==> src/rtl/vga_bounce_renderer.sv <==
// vga_bounce_renderer: pixel stage behind the VGA timing generator.
// Draws a square box that bounces off the visible-area edges. The position
// steps once per frame on frame_tick, which lands in vertical blanking.
// rgb/hsync/vsync share a 2-cycle latency so sync-to-pixel alignment holds.
// Optional feature macro: VGA_BORDER_EN paints a 1-pixel white frame around
// the visible area, with priority over the box and the background.
module vga_bounce_renderer #(
  parameter int          H_RES     = 1920,
  parameter int          V_RES     = 1080,
  parameter int          BOX_SIZE  = 64,
  parameter int          STEP      = 2,
  parameter logic [11:0] BG_COLOR  = 12'h000,
  parameter logic [11:0] BOX_COLOR = 12'hF80,
  parameter int          INIT_X    = 0,
  parameter int          INIT_Y    = 0
) (
  input  logic        clk,
  input  logic        rst,
  input  logic        en,
  input  logic        video_on,
  input  logic        hsync_in,
  input  logic        vsync_in,
  input  logic [11:0] h_count,
  input  logic [11:0] v_count,
  output logic [11:0] rgb,
  output logic        hsync,
  output logic        vsync,
  output logic [11:0] box_x,
  output logic [11:0] box_y,
  output logic        frame_tick
);

  // 13-bit constants so box+size and box+step never overflow.
  localparam logic [12:0] X_MAX   = 13'(H_RES - BOX_SIZE);
  localparam logic [12:0] Y_MAX   = 13'(V_RES - BOX_SIZE);
  localparam logic [12:0] STEP13  = 13'(STEP);
  localparam logic [12:0] SIZE13  = 13'(BOX_SIZE);
  localparam logic [12:0] VRES13  = 13'(V_RES);
  localparam logic [11:0] INIT_X12 = 12'(INIT_X);
  localparam logic [11:0] INIT_Y12 = 12'(INIT_Y);
`ifdef VGA_BORDER_EN
  localparam logic [11:0] H_LAST  = 12'(H_RES - 1);
  localparam logic [11:0] V_LAST  = 12'(V_RES - 1);
`endif

  // One axis of the bounce: returns {new_dir, new_pos}; dir 0 = +, 1 = -.
  // Moving past an edge clamps to that edge and reverses direction.
  function automatic logic [12:0] axis_next(input logic [11:0] pos,
                                             input logic dir,
                                             input logic [12:0] pmax);
    logic [12:0] p13;
    p13 = {1'b0, pos};
    if (!dir) begin
      if (p13 + STEP13 > pmax) axis_next = {1'b1, pmax[11:0]};
      else                     axis_next = {1'b0, 12'(p13 + STEP13)};
    end else begin
      if (p13 < STEP13)        axis_next = {1'b0, 12'd0};
      else                     axis_next = {1'b1, 12'(p13 - STEP13)};
    end
  endfunction

  logic        frame_tick_q, frame_tick_d;
  logic [11:0] box_x_q, box_x_d, box_y_q, box_y_d;
  logic        dir_x_q, dir_x_d, dir_y_q, dir_y_d;
  logic        inside_q, inside_d;
  logic        von_q, hs1_q, vs1_q;
  logic [11:0] rgb_q, rgb_d;
  logic        hs2_q, vs2_q;
`ifdef VGA_BORDER_EN
  logic        border_q, border_d;
`endif

  // Frame tick on the first pixel of line V_RES (start of vertical blanking).
  always_comb begin
    frame_tick_d = (h_count == 12'd0) && ({1'b0, v_count} == VRES13);
  end

  // Box motion: steps only on an enabled frame tick, otherwise holds.
  always_comb begin
    logic [12:0] nx, ny;
    box_x_d = box_x_q;
    box_y_d = box_y_q;
    dir_x_d = dir_x_q;
    dir_y_d = dir_y_q;
    nx = axis_next(box_x_q, dir_x_q, X_MAX);
    ny = axis_next(box_y_q, dir_y_q, Y_MAX);
    if (frame_tick_q && en) begin
      {dir_x_d, box_x_d} = nx;
      {dir_y_d, box_y_d} = ny;
    end
  end

  // Stage 1 decode: box hit test (and border flag when enabled).
  always_comb begin
    logic [12:0] h13, v13, bx13, by13;
    h13  = {1'b0, h_count};
    v13  = {1'b0, v_count};
    bx13 = {1'b0, box_x_q};
    by13 = {1'b0, box_y_q};
    inside_d = (h13 >= bx13) && (h13 < bx13 + SIZE13) &&
               (v13 >= by13) && (v13 < by13 + SIZE13);
`ifdef VGA_BORDER_EN
    border_d = (h_count == 12'd0) || (h_count == H_LAST) ||
               (v_count == 12'd0) || (v_count == V_LAST);
`endif
  end

  // Stage 2 colour select; blanking forces black regardless of decode.
  always_comb begin
    rgb_d = BG_COLOR;
    if (!von_q)        rgb_d = 12'h000;
`ifdef VGA_BORDER_EN
    else if (border_q) rgb_d = 12'hFFF;
`endif
    else if (inside_q) rgb_d = BOX_COLOR;
  end

  // All state: position/direction, frame tick, and both pipeline stages.
  always_ff @(posedge clk or posedge rst) begin
    if (rst) begin
      frame_tick_q <= 1'b0;
      box_x_q      <= INIT_X12;
      box_y_q      <= INIT_Y12;
      dir_x_q      <= 1'b0;
      dir_y_q      <= 1'b0;
      inside_q     <= 1'b0;
      von_q        <= 1'b0;
      hs1_q        <= 1'b0;
      vs1_q        <= 1'b0;
      rgb_q        <= 12'h000;
      hs2_q        <= 1'b0;
      vs2_q        <= 1'b0;
`ifdef VGA_BORDER_EN
      border_q     <= 1'b0;
`endif
    end else begin
      frame_tick_q <= frame_tick_d;
      box_x_q      <= box_x_d;
      box_y_q      <= box_y_d;
      dir_x_q      <= dir_x_d;
      dir_y_q      <= dir_y_d;
      inside_q     <= inside_d;
      von_q        <= video_on;
      hs1_q        <= hsync_in;
      vs1_q        <= vsync_in;
      rgb_q        <= rgb_d;
      hs2_q        <= hs1_q;
      vs2_q        <= vs1_q;
`ifdef VGA_BORDER_EN
      border_q     <= border_d;
`endif
    end
  end

  assign rgb        = rgb_q;
  assign hsync      = hs2_q;
  assign vsync      = vs2_q;
  assign box_x      = box_x_q;
  assign box_y      = box_y_q;
  assign frame_tick = frame_tick_q;

endmodule

==> config.mk <==
export PLATFORM = sky130hd
export DESIGN_NAME = vga_bounce_renderer
export DESIGN_NICKNAME = d
export VERILOG_FILES = /design/src/rtl/vga_bounce_renderer.sv
export SDC_FILE = /design/constraint.sdc
export NUM_CORES = 1
export LEC_CHECK = 0
export ABC_AREA = 1
export CAP_MARGIN = 20
export CORE_MARGIN = 2
export CORE_UTILIZATION = 45
export CTS_CLUSTER_SIZE = 40
export DETAILED_ROUTE_END_ITERATION = 12
export PLACE_DENSITY = 0.69
export SLEW_MARGIN = 20
export SYNTH_ARGS = -nofsm -noshare
export SYNTH_HDL_FRONTEND = slang
export SYNTH_SLANG_ARGS = --single-unit
==> constraint.sdc <==
create_clock -name clk -period 2.1 [get_ports clk]
set_input_delay 0.42 -clock clk [delete_from_list [all_inputs] [get_ports clk]]
set_output_delay 0.42 -clock clk [all_outputs]
set_load 0.02 [all_outputs]
After elaboration in Yosys (flattened, before gate mapping). Cells that the tools add are included.

Equality and inequality tests: 1. Add/sub/neg operators: 6. Magnitude comparators: 8. Reduce and logical (&&, ||, !) cells: 6. Mux-type cells: 8.

Operators by type and width (number): $mux W13 (6); $add A12 B2 Y13 const B (2); $add A12 B7 Y13 const B (2); $lt A12 B13 Y1 (2); $ge A12 B12 Y1 (2); $lt A12 B2 Y1 const B (2); $mux W12 (2); $sub A12 B2 Y12 const B (2); $gt A13 B10 Y1 const B (1); $gt A13 B11 Y1 const B (1); $eq A12 B11 Y1 const B (1); $logic_not A12 Y1 (1); $logic_and A1 B1 Y1 (5).

Bits in registers: 45. Input port bits: 30. Logic and storage cells: 41.

Depth between registers and ports, before layout.
Depth after elaboration: 5. Gate-level depth with buffers: 14. Depth with buffers taken out: 13.

Least setup slack after synthesis. No wires, ideal clock.

Path kind: register to register. Start: register box_y_q[6], in the netlist box_y[6]. End: register inside_q. Cell stages (with the launch flop): 11. Slack: 72 ps. Data required time: 2029 ps. Setup time: 71 ps. Arrival time: 1956 ps. Path through: dfrtp_1 -> ha_1 -> nand3_1 -> xor2_1 -> ha_1 -> a21oi_1 -> o21ai_1 -> o21bai_1 -> nor2_1 -> nand3_1 -> nor2_1.

Longest elaborated chain between the ends: 3. Elaborated cells between the ends (all ways): 5. Those cells by class: 1 x add/sub; 2 x order compare; 2 x reduce/logical.

Ends and longest elaborated chain: start: declaration (RTL line 63) `logic [11:0] box_x_q, box_x_d, box_y_q, box_y_d;`; start signal: assignment (RTL line 139) `box_y_q <= box_y_d;`; $add A12 B7 Y13 / $ge A12 B12 Y1 (equally long branches) (RTL line 101) `(v13 >= by13) && (v13 < by13 + SIZE13);`; $lt A12 B13 Y1 / $logic_and A1 B1 Y1 (equally long branches) (RTL line 101, 100); $logic_and A1 B1 Y1 (*) (RTL line 101); net inside_d (RTL line 65) `logic inside_q, inside_d;`; end signal: assignment (RTL line 142) `inside_q <= inside_d;`; end: declaration (RTL line 65).

The timed path passes the listed nets; every way through them passes the cells marked *. A chain may end at the register's enable or synchronous reset.

Worst setup path in the final report.
Start: register box_y_q[7], in the netlist box_y[7]. End: register inside_q.

The elaborated chain is that of the path after synthesis.

==> impl_metrics.prom <==
# TYPE chip_impl_metric gauge
chip_impl_metric{name="htreeDepth",unit=""} 2
chip_impl_metric{name="via_per_inst",unit=""} 5.16
chip_impl_info{name="netlist_top_cells_area",value="sky130_fd_sc_hd__dfrtp_1 (23%), sky130_fd_sc_hd__ha_1 (15%), sky130_fd_sc_hd__nand2_1 (11%)"} 1
chip_impl_metric{name="nNetsFinal",unit=""} 646
chip_impl_metric{name="cts_hold_buf",unit=""} 0
chip_impl_metric{name="synth_edf_count",unit=""} 0
chip_impl_metric{name="finalHoldViolCount",unit=""} 0
chip_impl_info{name="endpoint_type_of_the_worst_setup_path",value="register"} 1
chip_impl_metric{name="clock_tree.buffer_depth",unit=""} 2
chip_impl_info{name="critPathMostFrequentCell",value="sky130_fd_sc_hd__nor2_1"} 1
chip_impl_info{name="worst_path_max_delay_cell",value="sky130_fd_sc_hd__dfrtp_1"} 1
chip_impl_metric{name="final_worst_setup_slack",unit="ps"} 94.7
chip_impl_metric{name="firstDrtPassIters",unit=""} 4
chip_impl_metric{name="weighted_congestion_at_the_end_of_routability_driven_global_placement",unit=""} 0.902
chip_impl_metric{name="drive_gt1_share",unit="%"} 15.7
chip_impl_info{name="critPathLaunchType",value="register"} 1
chip_impl_metric{name="layout_min_cycle_time",unit="ps"} 2010
chip_impl_metric{name="area.growth.synth_to_final",unit="%"} 27.0
chip_impl_metric{name="pre_cts_slack",unit="ps"} 60.0
chip_impl_metric{name="cts.clk_slew.worst_paths",unit="ps"} 80
chip_impl_metric{name="grt_pass1_vias",unit=""} 3496
chip_impl_metric{name="num_antenna_cells",unit=""} 0
chip_impl_info{name="worstHoldPathType",value="register to register"} 1
chip_impl_metric{name="numCtsBuffers",unit=""} 5
chip_impl_metric{name="syn_warnings",unit=""} 0
chip_impl_metric{name="p_leak",unit="nW"} 2.10
chip_impl_metric{name="path_buf_inv",unit=""} 0
chip_impl_metric{name="crit_path_max_fanout",unit=""} 4
chip_impl_metric{name="ir_worst_vdd",unit="mV"} 0.264
chip_impl_metric{name="finalSetupTns",unit="ps"} 0
chip_impl_info{name="tritoncts",value="built"} 1
chip_impl_metric{name="post_synth_inst_count",unit=""} 490
chip_impl_metric{name="setup_violations",unit=""} 0
chip_impl_info{name="top_family_by_delay_on_critical_path",value="adder cells"} 1
chip_impl_metric{name="io_buffers",unit=""} 59
chip_impl_metric{name="detailedPlacementHpwl",unit="um"} 7400
chip_impl_metric{name="synth_cell_type_count",unit=""} 42
chip_impl_metric{name="floorplan.rows",unit=""} 32
chip_impl_metric{name="pwr_density_cell",unit="nW/um^2"} 319
chip_impl_metric{name="antenna_left",unit=""} 0
chip_impl_metric{name="globalRoute.totalOverflow",unit=""} 0
chip_impl_metric{name="groute.usage.overall",unit="%"} 22.7
chip_impl_metric{name="vias",unit=""} 3490
chip_impl_metric{name="dieWidth",unit="um"} 92.3
chip_impl_metric{name="worstPathRequired",unit="ps"} 2320
chip_impl_metric{name="final_min_period_over_clock_period",unit="%"} 95.5
chip_impl_metric{name="dr_wl_cell",unit="um"} 13.8
chip_impl_metric{name="synth.ff_latch_count",unit=""} 32
chip_impl_metric{name="top_level_ports",unit=""} 69
chip_impl_metric{name="yosysSeqAreaShare",unit="%"} 22.8
chip_impl_metric{name="routed_wl",unit="um"} 9320
chip_impl_info{name="critical_path.cell_chain",value="ha_2 -> nand3_2 -> xor2_2 -> ha_1 -> a21oi_1 -> o21ai_1 -> o21bai_2 -> nor2_1 -> nand3_1 -> nor2_1"} 1
chip_impl_metric{name="grt_start_max_net_pins",unit=""} 33
chip_impl_info{name="ys.flop_type",value="sky130_fd_sc_hd__dfrtp_1"} 1
chip_impl_metric{name="max_freq",unit="MHz"} 499
chip_impl_metric{name="maxSlewViolCount",unit=""} 0
chip_impl_metric{name="cts_num_sinks",unit=""} 32
chip_impl_info{name="cts_root_buffer",value="sky130_fd_sc_hd__clkbuf_8"} 1
chip_impl_metric{name="detail_route.iter0.violations",unit=""} 141
chip_impl_metric{name="dieArea",unit="sq um"} 8520
chip_impl_metric{name="die_height",unit="um"} 92.3
chip_impl_metric{name="cp_data_arrival_time",unit="ps"} 2220
chip_impl_metric{name="async_flop_share",unit="%"} 100
chip_impl_metric{name="first_pass_grt_wire_length",unit="um"} 15500
chip_impl_metric{name="core-area",unit="sq um"} 7650
chip_impl_info{name="synthDominantAreaCellType",value="sky130_fd_sc_hd__dfrtp_1"} 1
chip_impl_info{name="status",value="completed"} 1
chip_impl_metric{name="synth_largest_type_area_fraction",unit="%"} 22.8
chip_impl_metric{name="skew",unit="ps"} 7.26
chip_impl_metric{name="worstSkewPairLatency",unit="ps"} 290
chip_impl_metric{name="start_util",unit="%"} 45.9
chip_impl_metric{name="antenna_violations_before_repair",unit=""} 0
chip_impl_info{name="timing.setup.critical_path_class",value="register to register"} 1
chip_impl_metric{name="drc",unit=""} 0
chip_impl_metric{name="synthesis.area_per_instance",unit="sq um"} 7.16
chip_impl_metric{name="timing.max_cap.violations",unit=""} 0
chip_impl_metric{name="cp_slowest_stage_delay",unit="ps"} 430
chip_impl_metric{name="post_synth_instance_area",unit="sq um"} 3510
[cell usage after synthesis (all sizes together), types with 3 or more instances]
master  number
nand2      113
nor2        73
inv         47
ha          42
a21oi       35
nand3       35
dfrtp       32
o21ai       25
xor2        21
buf         19
nand4       11
a31oi        5
nor4         5
a22oi        4
nor3         4
xnor2        3
[layout by cell type, fill, tap and decap left out, types with 6 or more instances in the layout]
cell type,synthesis,routed
sky130_fd_sc_hd__ha_1,42,41
sky130_fd_sc_hd__a21oi_1,29,29
sky130_fd_sc_hd__nor2_1,66,66
sky130_fd_sc_hd__conb_1,1,9
sky130_fd_sc_hd__nand2_1,102,102
sky130_fd_sc_hd__dfrtp_1,32,30
sky130_fd_sc_hd__nand3_1,32,31
sky130_fd_sc_hd__clkdlybuf4s50_1,0,59
sky130_fd_sc_hd__inv_2,11,11
sky130_fd_sc_hd__o21ai_0,21,21
sky130_fd_sc_hd__nand2_2,6,6
sky130_fd_sc_hd__buf_4,16,33
sky130_fd_sc_hd__xor2_1,21,20
sky130_fd_sc_hd__inv_1,36,36
sky130_fd_sc_hd__nand4_1,11,11
[flip-flops by register name, summed over array words and instances, names as in the netlist]
signal and count:
box_x 11, box_y 11, dir_x_q 1, dir_y_q 1, frame_tick 1, hs1_q 1
hsync 1, inside_q 1, rgb 1, von_q 1, vs1_q 1, vsync 1
[metal layers]
layer | wire length [um] | vias up | track usage (%)
li1 | - | 1785 | -
met1 | 3860 | 1603 | 25.3
met2 | 4890 | 86 | 44.2
met3 | 370 | 16 | 3.04
met4 | 193 | 0 | 6.72
met5 | 0 | - | 0
[power breakdown]
group	total, mW	switching (mW)	internal, mW
Combinational	0.195	0.0987	0.0958
Sequential	0.624	0.00203	0.622
Clock	0.604	0.251	0.352
[repair_timing]
item | in CTS | in global routing
setup buffers | 0 | 4
endpoints found under the setup margin | 0 | 1
gates resized for setup | 0 | 7
hold endpoints to repair | 0 | 0
[path summary, 6_finish.rpt]
check	from	end	slack (ps)	cells after the start
max	box_y[7]	inside_q	90	10
min	hs1_q	hsync	360	0
max reg2reg	box_y[7]	inside_q	90	10
min reg2reg	hs1_q	hsync	360	0
max in group asynchronous	rst	box_x[6]	1240	3
min in group asynchronous	rst	vsync	530	3
[metrics by stage]
stage	power (mW)	instances	instance area (sq um)	util, %	hold slack [ps]
2_1_floorplan	0.743	498	3540	-	331
3_3_place_gp	0.823	665	4290	56.1	333
3_5_place_dp	0.830	665	4290	56.1	343
4_1_cts	1.44	673	4400	57.5	361
5_1_grt	1.49	677	4450	58.2	368
6_report	1.42	677	4450	58.2	355
[layout make-up]
cell class	count	area, sq um
clock inverter	2	35.0
multi-input combinational	395	2400
timing repair buffer	92	838
sequential	32	803
fill	720	3190
tap	102	128
clock buffer	6	72.6
inverter	48	180
[cells by family after synthesis]
group / share of synthesized area, %
buf+inv: 10.3
xor+xnor: 5.99
fa+ha+maj: 15.0
compound gates: 12.8
other cells: 0.107
flops: 22.8
simple gates: 32.9
(Power assumes the default switching activity.)
